`config.mk`:
```
export PLATFORM = sky130hd
export DESIGN_NAME = adder
export DESIGN_NICKNAME = d
export VERILOG_FILES = /design/src/rtl/adder.sv
export SDC_FILE = /design/constraint.sdc
export NUM_CORES = 1
export LEC_CHECK = 0
export CELL_PAD_IN_SITES_DETAIL_PLACEMENT = 0
export CELL_PAD_IN_SITES_GLOBAL_PLACEMENT = 2
export CORE_ASPECT_RATIO = 0.8
export CORE_MARGIN = 2
export CORE_UTILIZATION = 25
export CTS_CLUSTER_SIZE = 24
export DETAILED_ROUTE_END_ITERATION = 10
export GPL_ROUTABILITY_DRIVEN = 0
export HOLD_SLACK_MARGIN = 0.03
export PLACE_DENSITY_LB_ADDON = 0.15
export SLEW_MARGIN = 20
export SYNTH_ARGS = -nofsm -noshare
export SYNTH_HDL_FRONTEND = slang
export SYNTH_SLANG_ARGS = --single-unit
```
`constraint.sdc`:
```
create_clock -name clk -period 4.01 [get_ports clk]
set_input_delay 1.0025 -clock clk [delete_from_list [all_inputs] [get_ports clk]]
set_output_delay 1.0025 -clock clk [all_outputs]
set_load 0.01 [all_outputs]
```
`src/rtl/adder.sv`:
```
// PC adder: combinational old_pc + (offset << OFFSET_SHIFT) with carry/overflow,
// plus a registered copy with a valid flag for the next pipeline stage.
module adder #(
  parameter int WIDTH        = 32,
  parameter int OFFSET_SHIFT = 0
) (
  input  logic             clk,
  input  logic             reset,
  input  logic             en,
  input  logic [0:WIDTH-1] old_pc,
  input  logic [0:WIDTH-1] offset,
  output logic [0:WIDTH-1] new_pc,
  output logic             carry,
  output logic             ovf,
  output logic [0:WIDTH-1] new_pc_r,
  output logic             carry_r,
  output logic             ovf_r,
  output logic             valid_r
);

  // Bit 0 is the MSB, so a left shift moves bits toward index 0 and the
  // extra sum bit at index 0 of sum_ext is the carry-out.
  logic [0:WIDTH-1] off_eff;
  logic [0:WIDTH]   sum_ext;

  always_comb begin
    off_eff = offset << OFFSET_SHIFT;
    sum_ext = {1'b0, old_pc} + {1'b0, off_eff};
    new_pc  = sum_ext[1:WIDTH];
    carry   = sum_ext[0];
    ovf     = (old_pc[0] == off_eff[0]) && (sum_ext[1] != old_pc[0]);
  end

  logic [0:WIDTH-1] new_pc_q, new_pc_d;
  logic             carry_q, carry_d;
  logic             ovf_q, ovf_d;
  logic             valid_q, valid_d;

  // Capture on en; otherwise everything (valid included) holds.
  always_comb begin
    new_pc_d = new_pc_q;
    carry_d  = carry_q;
    ovf_d    = ovf_q;
    valid_d  = valid_q;
    if (en) begin
      new_pc_d = new_pc;
      carry_d  = carry;
      ovf_d    = ovf;
      valid_d  = 1'b1;
    end
  end

  always_ff @(posedge clk or posedge reset) begin
    if (reset) begin
      new_pc_q <= '0;
      carry_q  <= 1'b0;
      ovf_q    <= 1'b0;
      valid_q  <= 1'b0;
    end else begin
      new_pc_q <= new_pc_d;
      carry_q  <= carry_d;
      ovf_q    <= ovf_d;
      valid_q  <= valid_d;
    end
  end

  assign new_pc_r = new_pc_q;
  assign carry_r  = carry_q;
  assign ovf_r    = ovf_q;
  assign valid_r  = valid_q;

endmodule

```
==> results by group, run 1 <==
Place
  • # port buffers: 135
  • Worst slack, placed: -0.998 ns
  • DP Wirelength: around 11,000 um

Timing
  • Final period utilization: between 90% and 100%
  • Final hold vios: 0
  • Minimum clock period: between 3 and 4 ns
  • Final worst slack: around 0.066 ns
  • Setup TNS: 0 ns
  • Worst clock skew: 0 ns
  • Maximum clock frequency: ~250 MHz
  • Fin. max-slew vios: 0
  • Worst slew margin: roughly 49%
  • Worst-margin pin slew: roughly 0.76 ns
  • Unrepaired setup endpoints after global routing: true
  • Setup Viol. Count Final: 0

Worst setup path
  • Worst path required time: around 3.0 ns
  • R2R Setup Slk: slightly above 3 ns
  • Worst Path Max Fanout: 5
  • Crit. End Element: output port
  • Setup Crit Path Kind: in -> out
  • Critical path startpoint category: input port
  • Worst r2r src: new_pc_r[4]$_DFFE_PP0P_
  • RR Endpoint: new_pc_r[4]$_DFFE_PP0P_
  • Arrival @ worst endpoint: 2.94 ns
  • Worst reg2reg path depth: 2

Worst hold path
  • Worst min path class: reg -> reg
  • Hold path cells: 1
  • Min-delay src: valid_r$_DFFE_PP0P_
  • Hold Path End: valid_r$_DFFE_PP0P_

Die
  • Chip width: 137 um
  • Core area: 0.0137 mm^2
  • Die H: around 110 um
  • Die outline area: about 0.015 mm^2
  • Initial core utilization: 25.9%
  • I/O pin count: 136
  • Row cnt: 38

Routing
  • Via density: 4.84
  • DR DRC count: 0
  • DR vias: 4,424
  • First-pass detailed-route iteration total: 4
  • DR WL/cell: roughly 17 um
  • Detail Route Antenna Nets: 0
  • Initial DRC count: between 100 and 150
  • WL final: around 15,000 um

Synth
  • YS warnings: 0
  • Mean Syn Cell Area: 8.37 um^2
  • Top FF cell, synth: dfrtp_1
  • FFs w/ async S/R, synth: 100%
  • Mapped Cells: 423
  • Seq/Total Area, Yosys: between 20% and 30%
  • Post-synth EDFFs: 0
  • Net Count, Synth: roughly 520
  • FF+latch count, synth: 35
  • Post-Syn Area: approximately 0.0035 mm^2
  • Yosys cell types: 70

Global route
  • Initial antenna violation count: 0
  • First-pass GRT wire length: ~24,000 um
  • GRT Resource Usage Total: between 15 and 20%
  • GR Overflow Total: 0
  • Largest net degree at the start of global routing: 41
  • Vias in the first global route: around 4,600

Power and ir drop
  • LEAKAGE: between 0.003 and 0.004 uW
  • VDD IR-drop max: 0.182 mV
  • PD cells: roughly 300 mW/mm^2

Cells and area
  • Fillcell total: roughly 1,300
  • P&R area growth vs syn: 109%
  • N_diodes: 0
  • Share of layout cells above drive strength 1: between 50% and 60%
  • Layout Nets: ~830
  • Most frequent cells in the layout: buf_4, clkdlybuf4s50_1, nand2_1, dfrtp_1, ha_4
  • Commonest non-fill, non-tap cell in the layout: buf_4
  • Area occupied by multi-input gates: approximately 0.0035 mm^2
  • Sequential cell area: between 800 and 900 um^2

Outcome
  • Status: complete, no violations

Clocking
  • Clock root buffer: clkbuf_16
  • Max H-tree Level: 2
  • Clk buf depth: 2
  • CTS tree: built
  • CTS Buf Count: 5
  • Sink Count: 35
  • Clk_lat worst skew: 0.29 ns
  • Worst-path clk slew: 0.07 ns
  • Post-CTS Hold Fix Bufs: 0

Run
  • MaxCap Viol Count: 0
==> synthesized netlist by cell type (4+ instances only) <==
cell	n	area (um^2)
buf_2	12	60.1
o221ai_1	7	61.3
o21ai_1	5	25.0
xnor2_1	14	123
inv_1	14	52.6
nand2_1	46	173
nand4_1	8	50.1
a211o_1	5	43.8
nor3_1	15	75.1
xor2_1	6	52.6
o21a_1	9	67.6
nor2_1	34	128
o211ai_1	4	30.0
a21o_1	10	75.1
o21ai_0	14	70.1
a21oi_1	38	190
o31ai_1	6	45.0
ha_1	32	400
dfrtp_1	35	876
a31oi_1	4	25.0
mux2_2	15	169
nand3_1	11	55.1
==> sequential cells by signal (all words and copies together), names as in the netlist <==
signal,flops
ovf_r,1
new_pc_r,32
carry_r,1
valid_r,1
==> critical path, cell delays in order <==
cell	delay (ns)
dlygate4sd2_1	0.26
ha_4	0.27
buf_4	0.16
nand2_1	0.10
buf_4	0.11
nor2_1	0.05
a22oi_2	0.24
a2bb2oi_2	0.11
or3_1	0.34
and2_1	0.17
buf_2	0.14
==> report_power, final <==
group / switching [uW] / internal [uW] / total, uW
Clock: 183 / 297 / 481
Combinational: 593 / 716 / 1310
Sequential: 36.4 / 426 / 462
==> per-layer routing <==
metal / part of all wire [%] / global-route usage, %
met5: 0 / 0
met4: 1.4 / 4.47
met3: 4.9 / 4.04
met2: 45 / 31.5
met1: 48 / 27.3
==> worst max-delay path by stage <==
stage | slack, ns | startpoint | cells past startpoint | end
finish | 0.07 | offset[9] | 11 | new_pc[2]
global route | -0.02 | old_pc[9] | 10 | carry
CTS | 0.0001 | offset[21] | 10 | new_pc[0]
detailed placement | -1.0 | offset[23] | 10 | new_pc[4]
global placement | -0.88 | offset[23] | 10 | new_pc[4]
floorplan | 0.23 | offset[31] | 8 | new_pc[7]
==> logic make-up (layout without fill, tap and decap cells) <==
family	Yosys count	count (layout)	share of synthesized area, %
compound gates	144	144	30.1
fa+ha+maj	33	33	11.9
flops	35	35	24.7
xor+xnor	20	20	4.95
buf+inv	34	345	4.28
simple gates	142	142	19.3
mux	15	15	4.77
==> cell type report <==
type / count / share of cell area, %
timing repair buffer: 322 / 35.0
clock buffer: 5 / 1.69
sequential: 35 / 11.8
inverter: 15 / 0.760
clock inverter: 3 / 0.642
multi-input combinational: 354 / 47.1
tap: 180 / 3.04
==> metrics by stage <==
step           area, um^2  cells  util [%]  power [uW]  hold WS, ns
2_1_floorplan        3540    423         -         944        0.510
3_3_place_gp         6140    869      44.9        1590        0.456
3_5_place_dp         6140    869      44.9        1600        0.452
4_1_cts              7200    902      52.6        2220        0.483
5_1_grt              7410    914      54.1        2390        0.505
6_report             7410    914      54.1        2250        0.477
==> timing repair <==
| action | in CTS | in global routing |
|---|---|---|
| endpoints found under the hold margin | 0 | 0 |
| buffers inserted | 27 | 13 |
| gates resized for setup | 305 | 91 |
| pin swaps | 66 | 67 |
| setup endpoints to repair | 30 | 26 |
Note: power is estimated with default switching activity, not from simulation.
==> inputs of run 2 (changes only) <==
MAX_ROUTING_LAYER = met4   (was not set)
==> run 2 against run 1 <==
Effect of this change:
- flip-flop and latch count stayed put
- sequential power about the same
- non-clock buffer count unchanged
- clock power about the same
- clock skew stayed put
- final cell count stayed put
- hold slack barely moved
- wire length down 0.11%
- sequential share of layout area unchanged
- critical path depth stayed put
- utilization did not move
- total power about the same
- critical path type unchanged
- critical endpoint unchanged
- highest routed layer unchanged
==> results by group, run 2 (synthesized netlist as in run 1, its figures left out) <==
Outcome
  • Status: complete, no violations

Timing
  • Final hold vios: 0
  • Unrepaired setup endpoints after global routing: true
  • Final period utilization: 98.4%
  • Fin. max-slew vios: 0
  • Worst-margin pin slew: ~0.76 ns
  • Final worst slack: 0.0623 ns
  • Minimum clock period: between 3 and 4 ns
  • Setup Viol. Count Final: 0
  • Worst clock skew: 0 ns
  • Maximum clock frequency: ~250 MHz
  • Worst slew margin: ~49%
  • Setup TNS: 0 ns

Power and ir drop
  • Net Sw Power: between 800 and 900 uW
  • LEAKAGE: around 0.0032 uW
  • PD cells: approximately 300 mW/mm^2
  • Int Power: roughly 1400 uW
  • Reg power frac: around 20%
  • VDD IR-drop max: around 0.18 mV
  • Share of power burned in combinational logic: between 50% and 60%
  • Switching fraction of total power: a little over a third
  • Clock share of power: 21.3%

Routing
  • Initial DRC count: 147
  • DR DRC count: 0
  • Via density: approximately 4.9
  • WL final: between 15,000 and 20,000 um
  • Detail Route Antenna Nets: 0
  • First-pass detailed-route iteration total: 4
  • DR WL/cell: ~17 um
  • DR vias: approximately 4,400

Place
  • # port buffers: about 140
  • Worst slack, placed: -0.998 ns
  • DP Wirelength: between 10,000 and 15,000 um
  • Area after DPL: slightly above 0.006 mm^2

Clocking
  • CTS tree: built
  • Max H-tree Level: 2
  • Clock root buffer: clkbuf_16
  • Clk_lat worst skew: 0.29 ns
  • CTS Buf Count: 5
  • Worst-path clk slew: ~0.070 ns
  • Post-CTS Hold Fix Bufs: 0
  • Clk buf depth: 2
  • Sink Count: 35

Worst setup path
  • Arrival @ worst endpoint: roughly 3.0 ns
  • Worst path required time: between 3 and 4 ns
  • Worst path cell trace: dlygate4sd2_1, ha_4, buf_4, nand2_1, buf_4, nor2_1, a22oi_2, a2bb2oi_2, or3_1, and2_1, buf_2
  • Cell with the most instances on the worst path: buf_4
  • Critical path startpoint category: input port
  • Worst r2r src: new_pc_r[4]$_DFFE_PP0P_
  • Setup Crit Path Kind: in -> out
  • Worst reg2reg path depth: 2
  • Slowest cell on the critical path: or3_1
  • Crit. End Element: output port
  • RR Endpoint: new_pc_r[4]$_DFFE_PP0P_
  • R2R Setup Slk: between 3 and 4 ns
  • CP max stage delay: ~0.34 ns
  • Worst Path Max Fanout: 5

Run
  • MaxCap Viol Count: 0

Cells and area
  • N_diodes: 0
  • Fillcell total: between 1,000 and 1,500
  • Most frequent cells in the layout: buf_4, clkdlybuf4s50_1, nand2_1, dfrtp_1, ha_4
  • Layout Nets: between 800 and 900
  • P&R area growth vs syn: 109%
  • Max reg flops: 32
  • Area occupied by multi-input gates: 0.00349 mm^2
  • Finished Cell Area: between 0.007 and 0.008 mm^2
  • Commonest non-fill, non-tap cell in the layout: buf_4
  • Sequential cell area: 876 um^2
  • Share of layout cells above drive strength 1: 53.7%

Global route
  • GRT Resource Usage Total: around 20%
  • GR Overflow Total: 0
  • Vias in the first global route: ~4,600
  • Initial antenna violation count: 0
  • Largest net degree at the start of global routing: slightly above 40
  • First-pass GRT wire length: 23,600 um

Worst hold path
  • Min-delay src: valid_r$_DFFE_PP0P_
  • Worst min path class: reg -> reg
  • Hold path cells: 1
  • Hold Path End: valid_r$_DFFE_PP0P_

Die
  • Die H: around 110 um
  • Chip width: between 100 and 150 um
  • I/O pin count: around 140
  • Core area: between 0.01 and 0.015 mm^2
  • Die outline area: around 0.015 mm^2
  • Initial core utilization: about 26%
  • Row cnt: 38
-- run 2: through the flow --
step	cells	util [%]	hold slack [ns]	power, uW
floorplan	423	-	0.510	944
global placement	869	44.9	0.456	1590
detailed placement	869	44.9	0.452	1600
CTS	902	52.6	0.483	2220
global route	914	54.1	0.505	2390
finish	914	54.1	0.476	2250
-- run 2: cell type report --
cell class	instances	share of cell area, %
multi-input cells	354	47.1
repair buffers	322	35.0
flip-flops and latches	35	11.8
well taps	180	3.04
clock buffers	5	1.69
inverters	15	0.760
clock inverters	3	0.642
-- run 2: worst max-delay path, delay by kind of cell --
kind / cells / cell delay [ns]
buffers and inverters: 4 / 0.67
adders and majority gates: 1 / 0.27
and+or+nand+nor: 4 / 0.66
AOI/OAI and AO/OA: 2 / 0.35
-- run 2: how the worst max path moves through the flow --
stage | endpoint | startpoint | slack (ns) | depth (start not counted)
2_1_floorplan | new_pc[7] | offset[31] | 0.23 | 8
5_1_grt | carry | old_pc[9] | -0.02 | 10
6_report | new_pc[2] | offset[9] | 0.06 | 11
3_5_place_dp | new_pc[4] | offset[23] | -1.0 | 10
4_1_cts | new_pc[0] | offset[21] | 0.0001 | 10
3_3_place_gp | new_pc[4] | offset[23] | -0.88 | 10
-- run 2: power by group through the flow --
stage	logic [uW]	clock network [uW]	registers, uW
3_3_place_gp	1130	0	467
4_1_cts	1260	498	463
5_1_grt	1410	512	473
6_report	1310	480	462
2_1_floorplan	441	0	503
3_5_place_dp	1130	0	469
-- run 2: what timing repair did --
action	in CTS	in global routing
buffers inserted	27	13
setup endpoints to repair	30	26
resized for setup	305	91
endpoints found under the hold margin	0	0
pin swaps	66	67
-- run 2: per-layer routing --
layer | vias up | track usage (%) | routed length [um]
li1 | 2199 | - | -
met1 | 2119 | 27.5 | 7400
met2 | 98 | 31.5 | 6910
met3 | 17 | 3.67 | 659
met4 | 0 | 4.47 | 215
met5 | - | - | 0
